<file path="config.mk">
export PLATFORM = sky130hd
export DESIGN_NAME = ysyx_24120013_inst_fetch
export DESIGN_NICKNAME = d
export VERILOG_FILES = /design/src/rtl/ysyx_24120013_inst_fetch.sv
export SDC_FILE = /design/constraint.sdc
export NUM_CORES = 1
export LEC_CHECK = 0
export ABC_AREA = 1
export BUFFER_PORTS_ARGS = -buffer_cell sky130_fd_sc_hd__buf_4
export CORE_MARGIN = 2
export CORE_UTILIZATION = 51
export CTS_CLUSTER_DIAMETER = 120
export CTS_CLUSTER_SIZE = 40
export DETAILED_ROUTE_END_ITERATION = 12
export GPL_TIMING_DRIVEN = 0
export PLACE_DENSITY = 0.81
export SLEW_MARGIN = 20
export SYNTH_ARGS = -nofsm -noshare
export SYNTH_HDL_FRONTEND = slang
export SYNTH_SLANG_ARGS = --single-unit
</file>
<file path="constraint.sdc">
create_clock -name clk -period 1.8 [get_ports clk]
set_input_delay 0 -clock clk [delete_from_list [all_inputs] [get_ports clk]]
set_output_delay 0 -clock clk [all_outputs]
set_load 0.05 [all_outputs]
</file>
<file path="src/rtl/ysyx_24120013_inst_fetch.sv">
// ysyx_24120013_inst_fetch: instruction fetch unit.
// Holds the PC, issues one instruction-memory request at a time and presents
// each fetched instruction with its PC to decode over a valid/ready handshake.
// A redirect from later stages reloads the PC and marks any in-flight response
// as stale so that it is discarded on arrival.
// Optional build macro YSYX_24120013_IFU_PERF_EN adds the perf_fetch_cnt and
// perf_stall_cnt performance counters; fetch behaviour is the same either way.
module ysyx_24120013_inst_fetch #(
    parameter int unsigned           ADDR_WIDTH = 32,
    parameter int unsigned           DATA_WIDTH = 32,
    parameter logic [ADDR_WIDTH-1:0] RESET_PC   = 32'h8000_0000
) (
    input  logic                  clk,
    input  logic                  rst,
    // redirect from later stages
    input  logic                  redirect_valid,
    input  logic [ADDR_WIDTH-1:0] redirect_pc,
    // instruction memory request channel
    output logic                  imem_req_valid,
    input  logic                  imem_req_ready,
    output logic [ADDR_WIDTH-1:0] imem_req_addr,
    // instruction memory response channel
    input  logic                  imem_resp_valid,
    input  logic [DATA_WIDTH-1:0] imem_resp_data,
    // decode handshake
    output logic                  IFU_valid,
    input  logic                  IFU_ready,
    output logic [31:0]           IFU_inst,
`ifdef YSYX_24120013_IFU_PERF_EN
    output logic [ADDR_WIDTH-1:0] IFU_pc,
    output logic [31:0]           perf_fetch_cnt,
    output logic [31:0]           perf_stall_cnt
`else
    output logic [ADDR_WIDTH-1:0] IFU_pc
`endif
);

    typedef enum logic [1:0] {
        S_IDLE,
        S_REQ,
        S_WAIT,
        S_HOLD
    } state_e;

    state_e                  state_q;
    logic [ADDR_WIDTH-1:0]   pc_q;
    logic                    drop_q;
    logic [31:0]             inst_q;
    logic [ADDR_WIDTH-1:0]   ifu_pc_q;
    logic [ADDR_WIDTH-1:0]   pc_plus4_d;

    // Sequential PC; the add wraps naturally at 2^ADDR_WIDTH.
    assign pc_plus4_d = pc_q + ADDR_WIDTH'(4);

    // Outputs are pure decodes of registered state, so they are glitch-free.
    assign imem_req_valid = (state_q == S_REQ);
    assign imem_req_addr  = pc_q;
    assign IFU_valid      = (state_q == S_HOLD);
    assign IFU_inst       = inst_q;
    assign IFU_pc         = ifu_pc_q;

    // Fetch FSM: redirect has priority in every state and always reloads the PC.
    always_ff @(posedge clk or negedge rst) begin
        if (!rst) begin
            state_q  <= S_IDLE;
            pc_q     <= RESET_PC;
            drop_q   <= 1'b0;
            inst_q   <= '0;
            ifu_pc_q <= '0;
        end else begin
            // NOTE: non-blocking assignments keep every register sampling the
            // pre-edge values, so pc_q read for ifu_pc_q is the fetch address.
            case (state_q)
                S_IDLE: begin
                    if (redirect_valid) begin
                        pc_q <= redirect_pc;
                    end
                    state_q <= S_REQ;
                end

                S_REQ: begin
                    if (redirect_valid) begin
                        pc_q <= redirect_pc;
                    end
                    if (imem_req_ready) begin
                        // The old address was accepted; a redirect makes its
                        // response stale.
                        drop_q  <= redirect_valid;
                        state_q <= S_WAIT;
                    end
                end

                S_WAIT: begin
                    if (redirect_valid) begin
                        pc_q <= redirect_pc;
                        if (imem_resp_valid) begin
                            drop_q  <= 1'b0;
                            state_q <= S_REQ;
                        end else begin
                            drop_q  <= 1'b1;
                        end
                    end else if (imem_resp_valid) begin
                        if (drop_q) begin
                            drop_q  <= 1'b0;
                            state_q <= S_REQ;
                        end else begin
                            inst_q   <= imem_resp_data;
                            ifu_pc_q <= pc_q;
                            state_q  <= S_HOLD;
                        end
                    end
                end

                S_HOLD: begin
                    // Decode may still take the held instruction during a
                    // redirect, but the redirect target replaces pc+4.
                    if (redirect_valid) begin
                        pc_q    <= redirect_pc;
                        state_q <= S_REQ;
                    end else if (IFU_ready) begin
                        pc_q    <= pc_plus4_d;
                        state_q <= S_REQ;
                    end
                end

                default: begin
                    state_q <= S_IDLE;
                end
            endcase
        end
    end

`ifdef YSYX_24120013_IFU_PERF_EN
    logic [31:0] fetch_cnt_q;
    logic [31:0] stall_cnt_q;

    // Performance counters: delivered instructions and cycles spent fetching.
    always_ff @(posedge clk or negedge rst) begin
        if (!rst) begin
            fetch_cnt_q <= '0;
            stall_cnt_q <= '0;
        end else begin
            if (IFU_valid && IFU_ready) begin
                fetch_cnt_q <= fetch_cnt_q + 32'd1;
            end
            if ((state_q == S_REQ) || (state_q == S_WAIT)) begin
                stall_cnt_q <= stall_cnt_q + 32'd1;
            end
        end
    end

    assign perf_fetch_cnt = fetch_cnt_q;
    assign perf_stall_cnt = stall_cnt_q;
`endif

endmodule
</file>
Yosys cells after proc, flatten, opt, wreduce, memory -nomap -nowiden
Index checks and enable logic that the tools add are counted.
W data, S select, Z words.

word-level totals
  register bits = 99
  input bits = 70
  output and inout port bits = 98
  word-level logic and storage cells = 40

operators by class
  add/sub/neg operators = 1
  equal/unequal tests = 8
  multiplexer cells = 17
  bitwise gates (word level) = 2
  reductions and logical operators = 7

operators with widths
  kind                     number
  $mux W32                 3
  $pmux W32 S2             1
  $add A32 B3 Y32 const B  1
  $mux W2                  7
  $pmux W2 S4              1
  $reduce_and A3 Y1        2
  $eq A2 B2 Y1 const B     2
  $mux W1                  4
  $ne A2 B1 Y1 const B     2
  $reduce_and A4 Y1        1
  $ne A3 B2 Y1 const B     1
  $ne A3 B3 Y1 const B     1
  $reduce_or A3 Y1         1
  $eq A2 B1 Y1 const B     1
  $logic_not A2 Y1         1
  $ne A2 B2 Y1 const B     1
  $not A1 Y1               2
  $pmux W1 S2              1
  $reduce_and A2 Y1        1
  $reduce_bool A2 Y1       1

Longest topological paths before layout
  word-level depth = 4
  mapped depth = 11
  depth with buffers taken out = 10

Worst setup path after synthesis
OpenSTA, ideal clock, no wires.

  path kind = register -> register
  start point = register state_q[0]
  end point = register pc_q[5] (netlist: imem_req_addr[5])
  library setup time = 0.082 ns
  arrival = 1.786 ns
  required time = 1.718 ns
  slack = -0.068 ns
  stages on the path, launching flop included = 10
  buffers on the path = 2
  period minus slack after synthesis = 1.868 ns
  path through = dfrtp_1 -> ha_1 -> inv_1 -> nor2_4 -> nand2_1 -> o21ai_2 -> inv_2 -> buf_6 -> buf_6 -> o22ai_1

on the way
  elaborated cells between the ends (all ways) = 9
  classes of those cells = 5 x eq/ne; 1 x mux; 3 x reduce/logical

RTL lines
  what                         line  RTL
  from (decl)                  45    state_e state_q;
  from (signal assigned)       65    state_q <= S_IDLE;
  from (signal assigned)       78    state_q <= S_REQ;
  from (signal assigned)       89    state_q <= S_WAIT;
  $eq A2 B2 Y1 (*)             --
  net IFU_valid                26    output logic IFU_valid,
  $ne A3 B2 Y1 (no line)       --
  $reduce_and A2 Y1 (no line)  --
  to (signal assigned)         76    pc_q <= redirect_pc;
  to (signal assigned)         83    pc_q <= redirect_pc;
  to (signal assigned)         95    pc_q <= redirect_pc;
  to (decl)                    46    logic [ADDR_WIDTH-1:0] pc_q;

Mark *: on every way through the listed nets, which the timed path passes. The rest lies on a longest branch.
A chain may end at the register's enable or synchronous reset.

Worst setup path in the final report
  start point = register state_q[0]
  end point = register pc_q[24] (netlist: imem_req_addr[24])

on the way
  longest elaborated chain between the ends = 4
  elaborated cells between the ends (all ways) = 9
  classes of those cells = 5 x eq/ne; 1 x mux; 3 x reduce/logical

RTL lines
  what                                  line  RTL
  $eq A2 B1 Y1 (tied with other cells)  73    case (state_q)
  $reduce_or A3 Y1 (no line)            --
  $ne A2 B1 Y1 (no line)                --
  $reduce_and A2 Y1 (no line)           --

Several ways; a longest one is shown, not always the timed one.

==> run metrics <==
drt first pass iters=5; areal power density over the cells=1760 nW/um2; total global-route track usage=0.330; Total Wirelength=17.0 mm; Design Power=0.0128 W; number of antenna violations at the first check in global routing=0; full die area=10500 um2; Sink Count=99; I/O pin cnt=168; Detailed Place HPWL=11.5 mm; Synth area leaders=sky130_fd_sc_hd__dfrtp_1 50%, sky130_fd_sc_hd__nand2_1 14%, sky130_fd_sc_hd__mux2_2 8.9%; setup total negative slack=0 ps; routed via count=5197; critical-path cell with the highest stage delay=sky130_fd_sc_hd__dfrtp_2; max_slew headroom=0.405; number of port buffers=167; final-stage net count=922; critical path peak fanout=10; Detailed Route Iter0 Violations=359; number of nets with antenna violations after detailed routing=0; overall overflow remaining after global route=0; Ant. Diodes=0; Clock transition at path regs=100 ps; CTS H-tree lvls=3; pin count of the biggest net entering global routing=100; placer congestion estimate=0.931; Synthesis Warnings=0; number of global-route vias before repair=5203; Largest stage delay, worst path=440 ps; Area Growth Syn to Fin=47.2%; type of the tightest min-delay check=input port to flip-flop; DR vias/cell=5.30; max capacitance violation total=0; clock buffer count from CTS=9; setup repair after global routing missed its margin=yes; share of cells above drive strength 1=0.312; leading cell type in the layout, fill and taps excluded=sky130_fd_sc_hd__nand2_1; core box area=9330 um2; wire length of the first global-routing pass=26.1 mm; buffer depth of the longest clock path=2; Die H=103 um; largest voltage drop on the vdd net=1.03 mV; required time at the worst-slack endpoint=2070 ps; Max Slew Vio Count=0; commonest cells after routing, fill and taps aside=184 x sky130_fd_sc_hd__nand2_1, 173 x sky130_fd_sc_hd__buf_4, 95 x sky130_fd_sc_hd__dfrtp_1, 82 x sky130_fd_sc_hd__nor2_1, 64 x sky130_fd_sc_hd__dlygate4sd3_1; time the final worst path needs with I/O delays and setup=1760 ps; CP Cell Sequence=ha_2 > inv_1 > nor2_4 > buf_2 > clkbuf_4 > nand3_1 > nand2_1 > nand2_1; final-layout worst hold slack=16.3 ps; maximum clock frequency=570 MHz; worst clock skew=9.67 ps; setup violation total in the final timing report=0; actual slew at the worst max-slew pin=893 ps; later-pin clock latency in the skew report=370 ps; Leak=3.64 nW; Post-Syn Area=4950 um2; Yosys top cell area share=0.495; final hold violations=0; Die X-Extent=103 um; critical path capture point type=flip-flop; outcome=complete, no violations; Seq cells post-synth=99; Critical Path AT=2020 ps; distinct cell type count of the synthesized netlist=30; crit start category=flip-flop; number of cells produced by synthesis=602; # rows=35; average cell area after synthesis=8.23 um2; drt drc=0; number of inserted filler cells in the final layout=635; most frequent CP cell=sky130_fd_sc_hd__nand2_1; post-synth top area cell=sky130_fd_sc_hd__dfrtp_1; sequential fraction of the synthesis area=0.500; ratio of final minimum period to clock period=0.975; routed wire length per instance=17.3 um; starting density of the core=0.531; clock root buffer master=sky130_fd_sc_hd__clkbuf_8; total nets after synthesis=677; CTS tree=yes; worst setup path class=flip-flop to flip-flop
-- flip-flops by register name (all words and copies together), names as in the netlist --
signal         cells
IFU_pc            32
state_q            2
imem_req_addr     32
drop_q             1
IFU_inst          32
-- area by class of cell --
| class | instances | area, um2 | area share |
|---|---|---|---|
| Sequential cell | 99 | 2480 | 0.340 |
| Timing Repair Buffer | 234 | 1920 | 0.263 |
| Tap cell | 129 | 161 | 0.0221 |
| Clock inverter | 6 | 56.3 | 0.00772 |
| Inverter | 49 | 184 | 0.0252 |
| Buffer | 21 | 143 | 0.0196 |
| Clock buffer | 10 | 138 | 0.0189 |
| Multi-Input combinational cell | 433 | 2210 | 0.303 |
-- layer usage --
metal,share of wire,up-vias,global-route usage
met5,0,-,0
met4,0.033,0,0.148
met3,0.094,53,0.0725
met2,0.50,263,0.564
met1,0.38,2468,0.400
li1,-,2413,-
-- cell usage after synthesis, drive strengths merged --
cell	n
ha	5
a31oi	1
nor2	88
nand3	34
dfstp	1
dfrtp	98
a21oi	10
nor3	1
clkbuf	3
and2	1
nand4	2
mux2	39
o21ai	52
nand2	187
o31ai	1
inv	49
buf	18
xnor2	1
o22ai	7
nand3b	1
xor2	3
-- stage by stage --
stage | utilization | instance area [um2] | std cells | worst slack (ps)
floorplan | - | 4960 | 602 | 5.42
global placement | 0.683 | 6370 | 898 | 57.3
detailed placement | 0.684 | 6380 | 898 | -37.1
CTS | 0.774 | 7220 | 978 | 22.6
global route | 0.782 | 7290 | 981 | -27.5
finish | 0.782 | 7290 | 981 | 44.8
-- critical path: cells and delay by family (launching register included) --
family / cells / cell delay, ps
fa+ha+maj: 1 / 200
buf+inv: 3 / 550
simple gates: 4 / 440
flops: 1 / 440
-- kinds of logic after synthesis --
family | count (synthesis) | synth area share
buffers and inverters | 70 | 0.0616
flip-flops | 99 | 0.500
multiplexers | 39 | 0.0887
XOR/XNOR | 4 | 0.00707
AO/OA/AOI/OAI | 71 | 0.0750
AND/OR/NAND/NOR | 314 | 0.255
adder cells (fa/ha/maj) | 5 | 0.0126
-- path summary, 6_finish.rpt --
check / startpoint / endpoint / slack [ps] / cells past startpoint
max in group asynchronous: rst / state_q[1] / 850 / 2
hold / removal: redirect_pc[11] / imem_req_addr[11] / 20 / 5
min in group asynchronous: rst / IFU_inst[31] / 280 / 2
setup reg to reg: state_q[0] / imem_req_addr[24] / 40 / 8
hold reg to reg: IFU_pc[25] / IFU_pc[25] / 500 / 2
setup / recovery: state_q[0] / imem_req_addr[24] / 40 / 8
-- what timing repair did --
item / CTS / global route
hold buffers: 64 / 0
pin swaps: 0 / 1
setup endpoints to repair: 19 / 72
resized for setup: 4 / 20
buffers inserted: 0 / 3
hold endpoints to repair: 160 / 0
-- power breakdown --
group          switching, W  internal (W)  leakage, nW
Sequential         0.000868       0.00315         1.24
Clock              0.000864      0.000571       0.0969
Combinational       0.00512       0.00226         2.30
Power figures use the tool's default switching activity.
